**config.mk**
```make
export PLATFORM = sky130hd
export DESIGN_NAME = multiport_register_file
export DESIGN_NICKNAME = d
export VERILOG_FILES = /design/src/rtl/regfile_pkg.sv /design/src/rtl/regfile_clear_fsm.sv /design/src/rtl/multiport_register_file.sv
export SDC_FILE = /design/constraint.sdc
export NUM_CORES = 2
export LEC_CHECK = 0
export ABC_CLOCK_PERIOD_IN_PS = 4600
export BUFFER_PORTS_ARGS = -buffer_cell sky130_fd_sc_hd__buf_2
export CAP_MARGIN = 20
export CELL_PAD_IN_SITES_DETAIL_PLACEMENT = 1
export CELL_PAD_IN_SITES_GLOBAL_PLACEMENT = 2
export CORE_UTILIZATION = 43
export CTS_CLUSTER_DIAMETER = 50
export CTS_CLUSTER_SIZE = 8
export DETAILED_ROUTE_END_ITERATION = 10
export GPL_TIMING_DRIVEN = 0
export PLACE_DENSITY = 0.83
export SKIP_CTS_REPAIR_TIMING = 1
export SLEW_MARGIN = 20
export SYNTH_ARGS = -nofsm -noshare
export SYNTH_HDL_FRONTEND = slang
export SYNTH_SLANG_ARGS = --single-unit
```
**constraint.sdc**
```tcl
create_clock -name clk -period 4.6 [get_ports clk]
set_input_delay 0.23 -clock clk [delete_from_list [all_inputs] [get_ports clk]]
set_output_delay 0.23 -clock clk [all_outputs]
set_load 0.02 [all_outputs]
```
**src/rtl/regfile_pkg.sv**
```systemverilog
// regfile_pkg: shared state encoding and default sizes for the multiport register file
package regfile_pkg;
    localparam int DEF_DATA_WIDTH = 32;
    localparam int DEF_ADDR_WIDTH = 5;
    localparam int DEF_NUM_READ   = 2;
    typedef enum logic {IDLE, CLEAR} regfile_state_t;
endpackage

```
**src/rtl/regfile_clear_fsm.sv**
```systemverilog
// regfile_clear_fsm: sweeps every entry to zero after reset or a clear request, one entry per cycle
module regfile_clear_fsm
    import regfile_pkg::*;
#(
    parameter int ADDR_WIDTH = DEF_ADDR_WIDTH
) (
    input  logic                  clk,
    input  logic                  rst,
    input  logic                  i_clear,
    output logic                  o_busy,
    output logic                  o_clear_we,
    output logic [ADDR_WIDTH-1:0] o_clear_idx
);
    localparam logic [ADDR_WIDTH-1:0] LAST = '1;
    regfile_state_t        r_state;
    regfile_state_t        w_next_state;
    logic [ADDR_WIDTH-1:0] r_idx;
    logic [ADDR_WIDTH-1:0] w_next_idx;
    // State and sweep index; reset restarts the sweep from entry 0 even mid-sweep
    always_ff @(posedge clk) begin
        if (rst) begin
            r_state <= CLEAR;
            r_idx   <= '0;
        end else begin
            r_state <= w_next_state;
            r_idx   <= w_next_idx;
        end
    end
    // Sweep ends after the last entry; clear is ignored while already sweeping
    always_comb begin
        w_next_state = (r_state == CLEAR) ? ((r_idx == LAST) ? IDLE : CLEAR) : (i_clear ? CLEAR : IDLE);
        w_next_idx   = (r_state == CLEAR) ? r_idx + ADDR_WIDTH'(1) : '0;
    end
    assign o_busy      = (r_state == CLEAR);
    assign o_clear_we  = (r_state == CLEAR);
    assign o_clear_idx = r_idx;
endmodule

```
**src/rtl/multiport_register_file.sv**
```systemverilog
// multiport_register_file: N-read / 2-write register file with optional zero register and clear sweep
// Define REGFILE_BYPASS_EN to forward committing write data to matching reads in the same cycle.
module multiport_register_file
    import regfile_pkg::*;
#(
    parameter int DATA_WIDTH = DEF_DATA_WIDTH,
    parameter int ADDR_WIDTH = DEF_ADDR_WIDTH,
    parameter int NUM_READ   = DEF_NUM_READ,
    parameter int ZERO_REG   = 1
) (
    input  logic                           clk,
    input  logic                           rst,
    input  logic [NUM_READ*ADDR_WIDTH-1:0] read_address,
    output logic [NUM_READ*DATA_WIDTH-1:0] read_data,
    input  logic [ADDR_WIDTH-1:0]          write_address_0,
    input  logic [DATA_WIDTH-1:0]          write_data_0,
    input  logic                           write_enable_0,
    input  logic [ADDR_WIDTH-1:0]          write_address_1,
    input  logic [DATA_WIDTH-1:0]          write_data_1,
    input  logic                           write_enable_1,
    input  logic                           clear,
    output logic                           busy
);
    localparam int DEPTH = 1 << ADDR_WIDTH;
    logic [DATA_WIDTH-1:0] r_mem [DEPTH];
    logic                  w_clear_we;
    logic [ADDR_WIDTH-1:0] w_clear_idx;
    logic                  w_wr_ok;
    logic                  w_commit_0;
    logic                  w_commit_1;
    regfile_clear_fsm #(.ADDR_WIDTH(ADDR_WIDTH)) u_fsm (
        .clk         (clk),
        .rst         (rst),
        .i_clear     (clear),
        .o_busy      (busy),
        .o_clear_we  (w_clear_we),
        .o_clear_idx (w_clear_idx)
    );
    assign w_wr_ok    = !busy && !clear && !rst;
    assign w_commit_0 = write_enable_0 && w_wr_ok && !((ZERO_REG != 0) && (write_address_0 == '0));
    assign w_commit_1 = write_enable_1 && w_wr_ok && !((ZERO_REG != 0) && (write_address_1 == '0));
    // Sweep zeroing has absolute priority; port 1 is written last so it wins a same-address collision
    always_ff @(posedge clk) begin
        if (w_clear_we) begin
            r_mem[w_clear_idx] <= '0;
        end else begin
            if (w_commit_0) r_mem[write_address_0] <= write_data_0;
            if (w_commit_1) r_mem[write_address_1] <= write_data_1;
        end
    end
    for (genvar k = 0; k < NUM_READ; k++) begin : g_rd
        logic [ADDR_WIDTH-1:0] w_addr;
        logic [DATA_WIDTH-1:0] w_val;
        assign w_addr = read_address[k*ADDR_WIDTH +: ADDR_WIDTH];
`ifdef REGFILE_BYPASS_EN
        assign w_val = (w_commit_1 && write_address_1 == w_addr) ? write_data_1 :
                       (w_commit_0 && write_address_0 == w_addr) ? write_data_0 : r_mem[w_addr];
`else
        assign w_val = r_mem[w_addr];
`endif
        assign read_data[k*DATA_WIDTH +: DATA_WIDTH] =
            (busy || ((ZERO_REG != 0) && (w_addr == '0))) ? '0 : w_val;
    end
endmodule
```
==> run summary <==
Clock Tree Buf Depth -> 3
Post-Syn Area -> 0.0600 mm^2
Critical path arrival -> 4.80 ns
Largest net degree at the start of global routing -> 24
Synth Area in XOR/XNOR -> 0.0292%
Post-route ant nets -> 0
Share of cells above drive strength 1 -> 21.5%
Sequential cell area -> 0.0309 mm^2
Worst vdd ir -> 293 uV
Fill cells -> 14600
CP Buf/Inv Count -> 5
Area grow syn2layout -> 17.3%
Post-synthesis compound-gate area fraction -> 14.1%
Iteration-0 DRC Markers -> 9614
Final non-filler cell area -> 0.0704 mm^2
DP HPWL -> 243 mm
Synth Area in Adders -> 0.0417%
Number of cell rows -> 136
Die area -> 0.141 mm^2
Synth warnings -> 0
Hold slack -> -0.0361 ns
Crit path max fanout -> 10
Final setup violation count -> 19
Worst setup SP type -> input port
Library cells used by synthesis -> 59
Combinational family with the most area after synthesis -> multiplexers
Final #Nets -> 5905
DRC Markers -> 3
Failing checks -> design-rule violations, negative hold slack, negative setup slack
RSZ-0062 raised after global routing -> true
EDFF count, synth -> 1024
Syn Area/Cell -> 11.1 um^2
All-Layer GR Usage -> 45.3%
Place WS -> -0.630 ns
H-tree levels -> 4
R2r setup slk -> 0.57 ns
Post-synth ARST share -> 0%
Crit path time final -> 5.03 ns
Antenna violations before repair -> 21
Synthesized Nets -> 5485
Least-Margin Pin Slew -> 1.27 ns
Final Non-Filler Cells -> 7776
Worst hold-check path type -> input port to flip-flop
Worst rel slew slack -> 15.2%
Multi-input gate area -> 0.0263 mm^2
Setup ws final -> -0.435 ns
DRT Pass-1 Iters -> 9
Mux contribution to synthesized area -> 17.5%
Fin. Hold Viols -> 7
First-pass GRT wire length -> 434 mm
Area post-placement -> 0.0648 mm^2
Post-Place Cells -> 7465
Simple-gate area share of the yosys netlist -> 11.2%
Crit path max-delay family -> buffers and inverters
Starting Density -> 43.5%
CP Capture Type -> output pin
Hold Path Sink -> r_mem[1][8]
CTS Buf Count -> 167
Slowest CP cell -> a31oi_1
Post-Route WL -> 325 mm
Clock slew at reported path FFs -> 0.05 ns
Worst R2R Path Depth -> 9
Reg2Reg Launch Point -> u_fsm.o_busy
Vias per cell -> 6.99
LEAKAGE -> 22.6 nW
Core area -> 0.138 mm^2
Synthesis-stage register bit count -> 1030
Hold path cells -> 3
Via count -> 54300
Reg2reg end -> r_mem[28][9]
Max incr delay on CP -> 0.89 ns
Clk sinks -> 1030
Critical path class -> input port to output pin
Die X -> 376 um
Die H -> 376 um
Latest clock arrival within the worst-skew pair -> 0.82 ns
Status -> finished with violations
Post-Syn Instances -> 5394
Main synth FF type -> edfxtp_1
Max-cap violations -> 0
PwrDens -> 343 mW/mm^2
Ports -> 154
Grt ovf -> 0
Vias in the first global route -> 52500
Cell repeated most along the worst path -> buf_2
Root Driver -> clkbuf_16
Sequential share of the synthesized area -> 51.4%
WL/cell -> 41.8 um
HP Start -> write_data_0[8]
CP required -> 4.37 ns
Port bufs -> 149
CP cell instances -> clkbuf_1 > buf_2 > buf_2 > buf_2 > mux2i_1 > a22oi_1 > a31oi_1 > nand4_1 > buf_2
Layout Skew -> 0.0179 ns
Fin. max-slew vios -> 0
CTS tree -> built
Fmax -> 199 MHz
Final Cycle Share -> 109%
Gpl congestion -> 1.01
worst register-to-register path, delay by kind of cell, from the launching register on:
family	cells	cell delay, ns
buffers and inverters	6	1.81
AO/OA/AOI/OAI	1	0.23
flip-flops	1	0.44
AND/OR/NAND/NOR	2	1.20
power by group:
group	total, mW	switching (mW)	internal [mW]	leakage (nW)
Clock	12.0	4.73	7.26	2.42
Combinational	1.83	1.28	0.543	12.0
Sequential	10.4	0.0596	10.3	8.24
synthesized netlist by cell type, drive strengths merged (3+ instances only):
cell type	number	area [um^2]
a41oi	5	43.8
nor4bb	4	40.0
edfxtp	1024	30700
and2	4	25.0
a31oi	28	175
nand4	62	388
nor2	14	52.6
mux2	197	2220
or2	4	25.0
o22ai	66	413
nor2b	70	438
mux4	252	5680
nor4b	5	56.3
o21bai	28	210
a21oi	35	175
a22oi	165	1240
dfxtp	6	120
and3	34	213
mux2i	260	2600
a32oi	8	70.1
nor3b	3	22.5
a211oi	64	480
o21ai	1061	5310
clkbuf	352	1320
nand2	1064	3990
nand3	69	345
or3	62	388
nand2b	12	75.1
inv	37	139
a22o	26	228
nor3	7	35.0
buf	308	1970
nor4	32	546
cells by family (layout without fill, tap and decap cells):
| group | count (synthesis) | count (layout) |
|---|---|---|
| buffers and inverters | 697 | 1200 |
| flip-flops | 1030 | 1030 |
| other | 0 | 16 |
| XOR/XNOR | 2 | 2 |
| adder cells (fa/ha/maj) | 2 | 2 |
| AND/OR/NAND/NOR | 1454 | 1454 |
| multiplexers | 709 | 709 |
| AO/OA/AOI/OAI | 1500 | 1500 |
cell usage in the layout (no fill, tap or decap), types with 32 or more instances in the layout:
| cell | n |
|---|---|
| mux4_2 | 252 |
| a211oi_1 | 64 |
| edfxtp_1 | 1024 |
| mux2i_1 | 260 |
| clkbuf_16 | 172 |
| buf_4 | 123 |
| o21ai_1 | 575 |
| mux2_2 | 197 |
| nand3_1 | 69 |
| clkbuf_2 | 32 |
| and3_1 | 34 |
| or3_1 | 62 |
| dlygate4sd3_1 | 42 |
| buf_2 | 273 |
| nand4_1 | 62 |
| clkbuf_1 | 348 |
| nand2_1 | 1063 |
| nor2b_1 | 70 |
| a22oi_1 | 165 |
| buf_6 | 36 |
| inv_1 | 37 |
| o21ai_0 | 485 |
| o22ai_1 | 66 |
per-layer routing:
| metal | share of wire (%) | GRT usage [%] |
|---|---|---|
| met5 | 0.016 | 0 |
| met4 | 5.8 | 23.4 |
| met3 | 15 | 17.7 |
| met2 | 42 | 64.8 |
| met1 | 37 | 59.3 |
layout make-up:
cell class                 count  share of cell area, %
tap                         1863                   3.31
multi-input combinational   3667                   37.3
clock inverter                55                  0.827
antenna                       16                 0.0569
timing repair buffer         252                   3.41
clock buffer                 197                   6.26
inverter                      37                  0.197
buffer                       659                   4.76
sequential                  1030                   43.9
through the flow:
step / power (mW) / TNS, ns / util (%)
2_1_floorplan: 11.4 / 0 / -
3_3_place_gp: 12.2 / -1750.92 / 45.7
3_5_place_dp: 12.2 / -3.61 / 47.0
4_1_cts: 23.9 / -18.59 / 50.6
5_1_grt: 24.3 / -0.0231 / 51.0
6_report: 24.2 / -1.83 / 51.0
worst max path at each step:
stage,start,endpoint,slack (ns),depth (start not counted)
after floorplan,write_address_0[4],r_mem[4][0],0.40,4
after global placement,write_address_0[4],r_mem[4][6],-2.89,5
after detailed placement,u_fsm.o_busy,read_data[21],-0.63,8
after CTS,u_fsm.o_busy,read_data[21],-1.49,8
after global routing,u_fsm.o_busy,read_data[53],-0.02,7
final,read_address[6],read_data[53],-0.43,9
flip-flops by register name, summed over array words and instances (netlist names):
register	flops
r_mem	1024
u_fsm.o_clear_idx	5
u_fsm.o_busy	1
No activity file was read; power rests on OpenSTA's default activity.
